`src/rtl/tally_display.sv`:
```
// rtl/tally_display.sv - latches settled divider quo/rem and scans them onto a 3-digit 7-segment display
//
// Ports:
//   clk        clock
//   realreset  asynchronous active-high reset
//   quo[3:0]   divider quotient; sweeps while the divider is still working
//   rem[6:0]   divider remainder; only settled once rem < DENOM
//   seg[6:0]   segments {g,f,e,d,c,b,a}, active-low
//   an[2:0]    digit enables, active-low: [2] quotient tens, [1] quotient ones, [0] remainder
//   valid      a settled value has been latched since reset
//   upd        one-cycle pulse when the latched value changes
module tally_display #(
  parameter int DENOM   = 5,
  parameter int SETTLE  = 4,
  parameter int REFRESH = 1000
) (
  input  logic       clk,
  input  logic       realreset,
  input  logic [3:0] quo,
  input  logic [6:0] rem,
  output logic [6:0] seg,
  output logic [2:0] an,
  output logic       valid,
  output logic       upd
);

  localparam int SW = (SETTLE < 1) ? 1 : $clog2(SETTLE + 1);
  localparam int RW = (REFRESH < 2) ? 1 : $clog2(REFRESH);

  localparam logic [6:0] SEG_BLANK = 7'h7F;

  logic [SW-1:0] stab_cnt_q, stab_cnt_d;
  logic [3:0]    prev_q_q, prev_q_d;
  logic [6:0]    prev_r_q, prev_r_d;
  logic [3:0]    lat_q_q, lat_q_d;
  logic [6:0]    lat_r_q, lat_r_d;
  logic          valid_q, valid_d;
  logic          upd_q, upd_d;
  logic [1:0]    digit_q, digit_d;
  logic [RW-1:0] ref_cnt_q, ref_cnt_d;
  logic [6:0]    seg_q, seg_d;
  logic [2:0]    an_q, an_d;

  logic          changed;
  logic          settled;
  logic          tens;
  logic [3:0]    ones;

  function automatic logic [6:0] enc7(input logic [3:0] v);
    logic [6:0] s;
    case (v)
      4'd0:    s = 7'h40;
      4'd1:    s = 7'h79;
      4'd2:    s = 7'h24;
      4'd3:    s = 7'h30;
      4'd4:    s = 7'h19;
      4'd5:    s = 7'h12;
      4'd6:    s = 7'h02;
      4'd7:    s = 7'h78;
      4'd8:    s = 7'h00;
      4'd9:    s = 7'h10;
      default: s = SEG_BLANK;
    endcase
    return s;
  endfunction

  always_comb begin
    changed = (quo != prev_q_q) || (rem != prev_r_q);
    // stab_cnt saturates at SETTLE, so equality with SETTLE-1 is true for
    // exactly one edge per stable period: the latch cannot re-fire.
    settled = (stab_cnt_q == SW'(SETTLE - 1)) && !changed && (rem < 7'(DENOM));

    prev_q_d = quo;
    prev_r_d = rem;
    if (changed) begin
      stab_cnt_d = '0;
    end else if (stab_cnt_q < SW'(SETTLE)) begin
      stab_cnt_d = stab_cnt_q + 1'b1;
    end else begin
      stab_cnt_d = stab_cnt_q;
    end

    lat_q_d = lat_q_q;
    lat_r_d = lat_r_q;
    valid_d = valid_q;
    upd_d   = 1'b0;
    if (settled) begin
      lat_q_d = quo;
      lat_r_d = rem;
      valid_d = 1'b1;
      upd_d   = !valid_q || (quo != lat_q_q) || (rem != lat_r_q);
    end

    // Scan timing is independent of the settle/latch path.
    if (ref_cnt_q == RW'(REFRESH - 1)) begin
      ref_cnt_d = '0;
      digit_d   = (digit_q == 2'd2) ? 2'd0 : digit_q + 2'd1;
    end else begin
      ref_cnt_d = ref_cnt_q + 1'b1;
      digit_d   = digit_q;
    end

    // quo is only 4 bits, so the tens digit is at most 1.
    tens = (lat_q_q >= 4'd10);
    ones = tens ? (lat_q_q - 4'd10) : lat_q_q;

    seg_d = SEG_BLANK;
    an_d  = 3'b111;
    if (valid_q) begin
      case (digit_q)
        2'd0: begin
          an_d  = 3'b110;
          seg_d = enc7(lat_r_q[3:0]);
        end
        2'd1: begin
          an_d  = 3'b101;
          seg_d = enc7(ones);
        end
        2'd2: begin
          an_d  = 3'b011;
          seg_d = tens ? enc7(4'd1) : SEG_BLANK;
        end
        default: begin
          an_d  = 3'b111;
          seg_d = SEG_BLANK;
        end
      endcase
    end
  end

  always_ff @(posedge clk or posedge realreset) begin
    if (realreset) begin
      stab_cnt_q <= '0;
      prev_q_q   <= '0;
      prev_r_q   <= '0;
      lat_q_q    <= '0;
      lat_r_q    <= '0;
      valid_q    <= 1'b0;
      upd_q      <= 1'b0;
      digit_q    <= 2'd0;
      ref_cnt_q  <= '0;
      seg_q      <= SEG_BLANK;
      an_q       <= 3'b111;
    end else begin
      stab_cnt_q <= stab_cnt_d;
      prev_q_q   <= prev_q_d;
      prev_r_q   <= prev_r_d;
      lat_q_q    <= lat_q_d;
      lat_r_q    <= lat_r_d;
      valid_q    <= valid_d;
      upd_q      <= upd_d;
      digit_q    <= digit_d;
      ref_cnt_q  <= ref_cnt_d;
      seg_q      <= seg_d;
      an_q       <= an_d;
    end
  end

  assign seg   = seg_q;
  assign an    = an_q;
  assign valid = valid_q;
  assign upd   = upd_q;

endmodule

```
`config.mk`:
```
export PLATFORM = sky130hd
export DESIGN_NAME = tally_display
export DESIGN_NICKNAME = d
export VERILOG_FILES = /design/src/rtl/tally_display.sv
export SDC_FILE = /design/constraint.sdc
export NUM_CORES = 1
export LEC_CHECK = 0
export BUFFER_PORTS_ARGS = -buffer_cell sky130_fd_sc_hd__buf_2
export CORE_UTILIZATION = 37
export CTS_CLUSTER_DIAMETER = 60
export DETAILED_ROUTE_END_ITERATION = 8
export PLACE_DENSITY = 0.6
export SYNTH_ARGS = -nofsm -noshare
export SYNTH_HDL_FRONTEND = slang
export SYNTH_SLANG_ARGS = --single-unit
export TNS_END_PERCENT = 20
```
`constraint.sdc`:
```
create_clock -name clk -period 4.1 [get_ports clk]
set_input_delay 0.82 -clock clk [delete_from_list [all_inputs] [get_ports clk]]
set_output_delay 0.82 -clock clk [all_outputs]
set_load 0.01 [all_outputs]
```
Word level (Yosys, flattened, before mapping)

Memory sizes are Yosys's and may differ from the RTL's.
Cells that the tools add are included.

Memories kept: 2
Output and inout port bits: 12
Flip-flop bits (word level): 49
Memory bits (read-only): 224
Input bits: 13
Word-level logic and storage cells: 48

Memory list:

| name            | words | bits a word | read ports | clocked after memory_dff | write ports | line | RTL |
|---|---|---|---|---|---|---|---|
| (no name shown) | 16    | 7           | 1          | 0                        | 0           | 51   | `case (v)` |
| (no name shown) | 16    | 7           | 1          | 0                        | 0           | 51   |  |

Add/sub/neg operators: 4
Eq/ne operators: 8
Mux-type cells: 11
Magnitude comparators: 3
Reduce and logical (&&, ||, !) cells: 9

Operators with widths:

| kind                                                       | count |
|---|---|
| case mux 7 bit (3 select lines)                            | 1 |
| inequality test 7 bit                                      | 2 |
| two-way mux 3 bit                                          | 4 |
| adder 10 x 1 -> 10 bit, second input constant              | 1 |
| == test 10 bit, second input constant                      | 1 |
| two-way mux 10 bit                                         | 1 |
| case mux 3 bit (3 select lines)                            | 1 |
| inequality test 4 bit                                      | 2 |
| less-than comparator 7 x 3 -> 1 bit, second input constant | 1 |
| two-way mux 7 bit                                          | 1 |
| >= comparator 4 bit, second input constant                 | 1 |
| two-way mux 4 bit                                          | 1 |
| subtractor 4 bit, second input constant                    | 1 |
| adder 3 x 1 -> 3 bit, second input constant                | 1 |
| == test 3 x 2 -> 1 bit, second input constant              | 1 |
| logical OR 1 bit                                           | 3 |
| less-than comparator 3 bit, second input constant          | 1 |
| adder 2 x 1 -> 2 bit, second input constant                | 1 |
| == test 2 x 1 -> 1 bit, second input constant              | 1 |
| == test 2 bit, second input constant                       | 1 |
| logical AND 1 bit                                          | 2 |
| logical NOT 1 bit                                          | 2 |
| logical NOT 2 bit                                          | 1 |
| two-way mux 2 bit                                          | 1 |
| 2 further kinds                                            | 2 |

Depth between registers and ports, before layout

Depth in word-level cells: 6
Gate-level depth with buffers: 9
Mapped depth without buffers: 8

Worst setup path before layout

OpenSTA, ideal clock, no wires.

Kind: input-to-reg
From: in quo[2]
To: reg lat_q_q[0]
Setup slack: 1.848 ns
Library setup time: 0.125 ns
Arrival: 2.127 ns
Cell stages on the path: 7
Buffers on the path: 2
Data required time: 3.975 ns
Cell sequence: xor2_1 nor4_2 nand3_1 or2_1 buf_6 buf_6 mux2_4

Longest elaborated chain between the ends: 5

RTL lines:

| element                        | line | RTL |
|---|---|---|
| start: declaration             | 19   | `input logic [3:0] quo,` |
| inequality test 4 bit          | 68   | `changed = (quo != prev_q_q) \|\| (rem != prev_r_q);` |
| logical OR 1 bit               | 68   |  |
| logical NOT 1 bit              | 71   | `settled = (stab_cnt_q == SW'(SETTLE - 1)) && !changed && (rem < 7'(DENOM));` |
| logical AND 1 bit (2 in a row) | 71   |  |
| end signal: assignment         | 148  | `lat_q_q <= lat_q_d;` |
| end: declaration               | 35   | `logic [3:0] lat_q_q, lat_q_d;` |

Every way passes these cells.
A chain may end at the register's enable or synchronous reset.

Worst setup path in the final report

From: reg lat_q_q[1]
To: reg seg_q[1] (netlist: seg[1])

Longest elaborated chain between the ends: 5
Elaborated cells on any way between the ends: 7
Classes of those cells: add/sub: 1; order compare: 1; mux: 4; memory: 1

RTL lines:

| element                                                        | line     | RTL |
|---|---|---|
| subtractor 4 bit / >= comparator 4 bit (equally long branches) | 105, 104 |  |
| two-way mux 4 bit                                              | 105      | `ones = tens ? (lat_q_q - 4'd10) : lat_q_q;` |
| memory (16 x 7 bit)                                            | --       |  |
| case mux 7 bit (3 select lines) *                              | 110      | `case (digit_q)` |
| two-way mux 7 bit *                                            | 109      | `if (valid_q) begin` |
| named net seg_d[1]                                             | 41       | `logic [6:0] seg_q, seg_d;` |
| end signal: assignment                                         | 154      | `seg_q <= seg_d;` |
| end: declaration                                               | 41       |  |

Mark *: on every way through the listed nets, which the timed path passes. The rest lies on a longest branch.

==> impl_metrics.env <==
export IMPL_grt_pass1_wl_mm=8.04
export IMPL_yosys_cell_types_count=49
export IMPL_die_area_sq_mm=0.00736
export IMPL_routed_wirelength_mm=4.64
export IMPL_slew_headroom=0.341
export IMPL_yosysSeqAreaShare=0.477
export IMPL_insertion_delay_ps=300
export IMPL_finalSetupViolCount=0
export IMPL_hold_buffers=0
export IMPL_synth_top_area_cell="dfrtp_1"
export IMPL_required_ps=4290
export IMPL_portBuffers=24
export IMPL_peakVddDrop_uv=183
export IMPL_drive_above_1_share=0.202
export IMPL_cts_tree="built"
export IMPL_gp_congestion=0.794
export IMPL_antenna_found_initial=0
export IMPL_clock_sinks=49
export IMPL_synth_xor_area_frac=0.0910
export IMPL_fmax_mhz=417
export IMPL_num_rows=30
export IMPL_grt_max_degree=50
export IMPL_drt_iter0_drc=53
export IMPL_vias_per_cell=4.81
export IMPL_synth_compound_area_frac=0.132
export IMPL_synth_simple_area_share=0.147
export IMPL_start_util=0.382
export IMPL_ys_ff_latch=49
export IMPL_tightest_slew_ps=987
export IMPL_drv_slew=0
export IMPL_cts_root_buf="clkbuf_8"
export IMPL_cp_start_kind="flop"
export IMPL_grt_overflow=0
export IMPL_post_cts_resized=0
export IMPL_whs_ps=459
export IMPL_gr_usage_all_layers=0.141
export IMPL_layout_nets=292
export IMPL_multi_input_area_sq_mm=0.00126
export IMPL_synth_top_area_frac=0.376
export IMPL_synth_area_leaders="dfrtp_1 38%, dfstp_2 10%, ha_1 6.3%, xor2_1 4.7%, xnor2_1 4.4%"
export IMPL_avgSynthCellArea_sq_um=10.5
export IMPL_drv_cap=0
export IMPL_power_density_mw_per_mm2=291
export IMPL_synth_fp_nets=273
export IMPL_drc=0
export IMPL_tns_ps=0
export IMPL_min_path_type="flop to flop"
export IMPL_cp_max_fo=14
export IMPL_synth_edf_count=0
export IMPL_ctsHtreeMaxLevel=2
export IMPL_drt_pass1_iter_count=4
export IMPL_coreArea_sq_mm=0.00679
export IMPL_ios=25
export IMPL_synth_top_family_by_area="simple AND/OR/NAND/NOR gates"
export IMPL_synth_mux_area_frac=0.0520
export IMPL_wire_per_inst_microns=12.8
export IMPL_detail_route_antenna_nets=0
export IMPL_run_status="finished, final reports clean"
export IMPL_clk_pin_slew_ps=90
export IMPL_area_growth_syn_to_layout_pct=10.8
export IMPL_synth_adder_area_share=0.0626
export IMPL_end_kind="flop"
export IMPL_synth_warnings=0
export IMPL_dp_hpwl_mm=3.33
export IMPL_grt_pass1_vias=1658
export IMPL_async_reset_ff_frac=1.00
export IMPL_fin_crit_sh=0.585
export IMPL_num_fill_cells=662
export IMPL_crit_type="flop to flop"
export IMPL_finalClockSkew_ps=11.0
export IMPL_synth_cells=247
export IMPL_arrival_ps=2590
export IMPL_layout_area_seq_sq_mm=0.00124
export IMPL_cts_path_max_buffers=2
export IMPL_hold_viol=0
export IMPL_die_h_microns=85.8
export IMPL_fp_dieW_microns=85.8
export IMPL_antenna_cells=0
export IMPL_cts_made_buffers=5
export IMPL_power_static_leakage_nw=1.25
export IMPL_ys_flop_type="dfrtp_1"
export IMPL_finalCriticalPeriod_ps=2400
export IMPL_via_count=1747
export IMPL_grt_setup_unrepaired="no"
export IMPL_post_cts_buffers=0
export IMPL_synth_area_sq_mm=0.00260
power breakdown:
group | total, W | switching [W] | internal [W]
logic | 0.0000376 | 0.0000242 | 0.0000135
clock network | 0.000308 | 0.000152 | 0.000157
registers | 0.000491 | 0.00000231 | 0.000489
total | 0.000837 | 0.000178 | 0.000659
sequential cells by signal (all words and copies together), names as in the netlist:
| register | flops |
|---|---|
| prev_r_q | 7 |
| lat_q_q | 4 |
| upd | 1 |
| seg | 7 |
| prev_q_q | 4 |
| digit_q | 2 |
| ref_cnt_q | 10 |
| lat_r_q | 7 |
| valid | 1 |
| stab_cnt_q | 3 |
| an | 3 |
kinds of logic after synthesis:
family | Yosys count
adder cells (fa/ha/maj) | 13
multiplexers | 11
flip-flops | 49
AO/OA/AOI/OAI | 53
AND/OR/NAND/NOR | 72
XOR/XNOR | 27
buffers and inverters | 22
through the flow:
stage / cell area, sq um / cells / util / power [W] / worst slack, ps
final: 2880 / 363 / 0.424 / 0.000837 / 1700
after global routing: 2880 / 363 / 0.424 / 0.000878 / 1440
after CTS: 2880 / 363 / 0.424 / 0.000850 / 1690
after detailed placement: 2780 / 355 / 0.409 / 0.000539 / 1600
after global placement: 2780 / 355 / 0.409 / 0.000540 / 1620
after floorplan: 2600 / 247 / - / 0.000521 / 1850
worst max-delay path, stage by stage, from the launching register on:
cell      delay (ps)
dfrtp_1          620
inv_1            180
o21ai_0          330
ha_1             320
a211oi_1         210
o21ai_0          120
o311a_1          160
o311ai_0         350
cells in the final DEF (no fill, tap or decap), types with 4 or more instances in the layout:
| cell type | Yosys | layout |
|---|---|---|
| and2_1 | 5 | 5 |
| clkbuf_8 | 0 | 5 |
| nand2b_1 | 7 | 7 |
| mux2_2 | 4 | 4 |
| xnor2_1 | 13 | 13 |
| inv_1 | 10 | 9 |
| dfstp_2 | 10 | 10 |
| nand2_1 | 10 | 10 |
| o21ai_0 | 12 | 12 |
| a21oi_1 | 15 | 15 |
| ha_1 | 13 | 13 |
| buf_2 | 1 | 24 |
| mux2_4 | 4 | 4 |
| dfrtp_1 | 39 | 39 |
| nor3_1 | 6 | 6 |
| nand3_1 | 6 | 6 |
| xor2_1 | 14 | 14 |
| nor2_1 | 18 | 18 |
| nand4_1 | 4 | 4 |
cell usage after synthesis (7+ instances only):
cell type / count
a21oi_1: 15
clkbuf_1: 8
dfrtp_1: 39
dfstp_2: 10
ha_1: 13
inv_1: 10
nand2_1: 10
nand2b_1: 7
nor2_1: 18
o21ai_0: 12
xnor2_1: 13
xor2_1: 14
worst paths after layout:
path / start / to / slack [ps] / cells past startpoint
worst max-delay path: lat_q_q[1] / seg[1] / 1700 / 7
worst min-delay path: ref_cnt_q[0] / ref_cnt_q[0] / 460 / 1
worst max register to register: lat_q_q[1] / seg[1] / 1700 / 7
worst min register to register: ref_cnt_q[0] / ref_cnt_q[0] / 460 / 1
max in group asynchronous: realreset / prev_q_q[2] / 2740 / 2
min in group asynchronous: realreset / ref_cnt_q[1] / 750 / 2
metal layers:
metal | vias up | global-route usage | wire [microns]
li1 | 899 | - | -
met1 | 810 | 0.192 | 2370
met2 | 34 | 0.220 | 2070
met3 | 4 | 0.0327 | 156
met4 | 0 | 0.0500 | 47
met5 | - | 0 | 0
final cells by class:
cell class                      count  share of cell area
Clock buffer                        7              0.0339
Clock inverter                      1             0.00174
Inverter                           10              0.0130
Multi-Input combinational cell    176               0.438
Sequential cell                    49               0.430
Tap cell                           96              0.0417
Timing Repair Buffer               24              0.0417
Note: power is estimated with default switching activity, not from simulation.
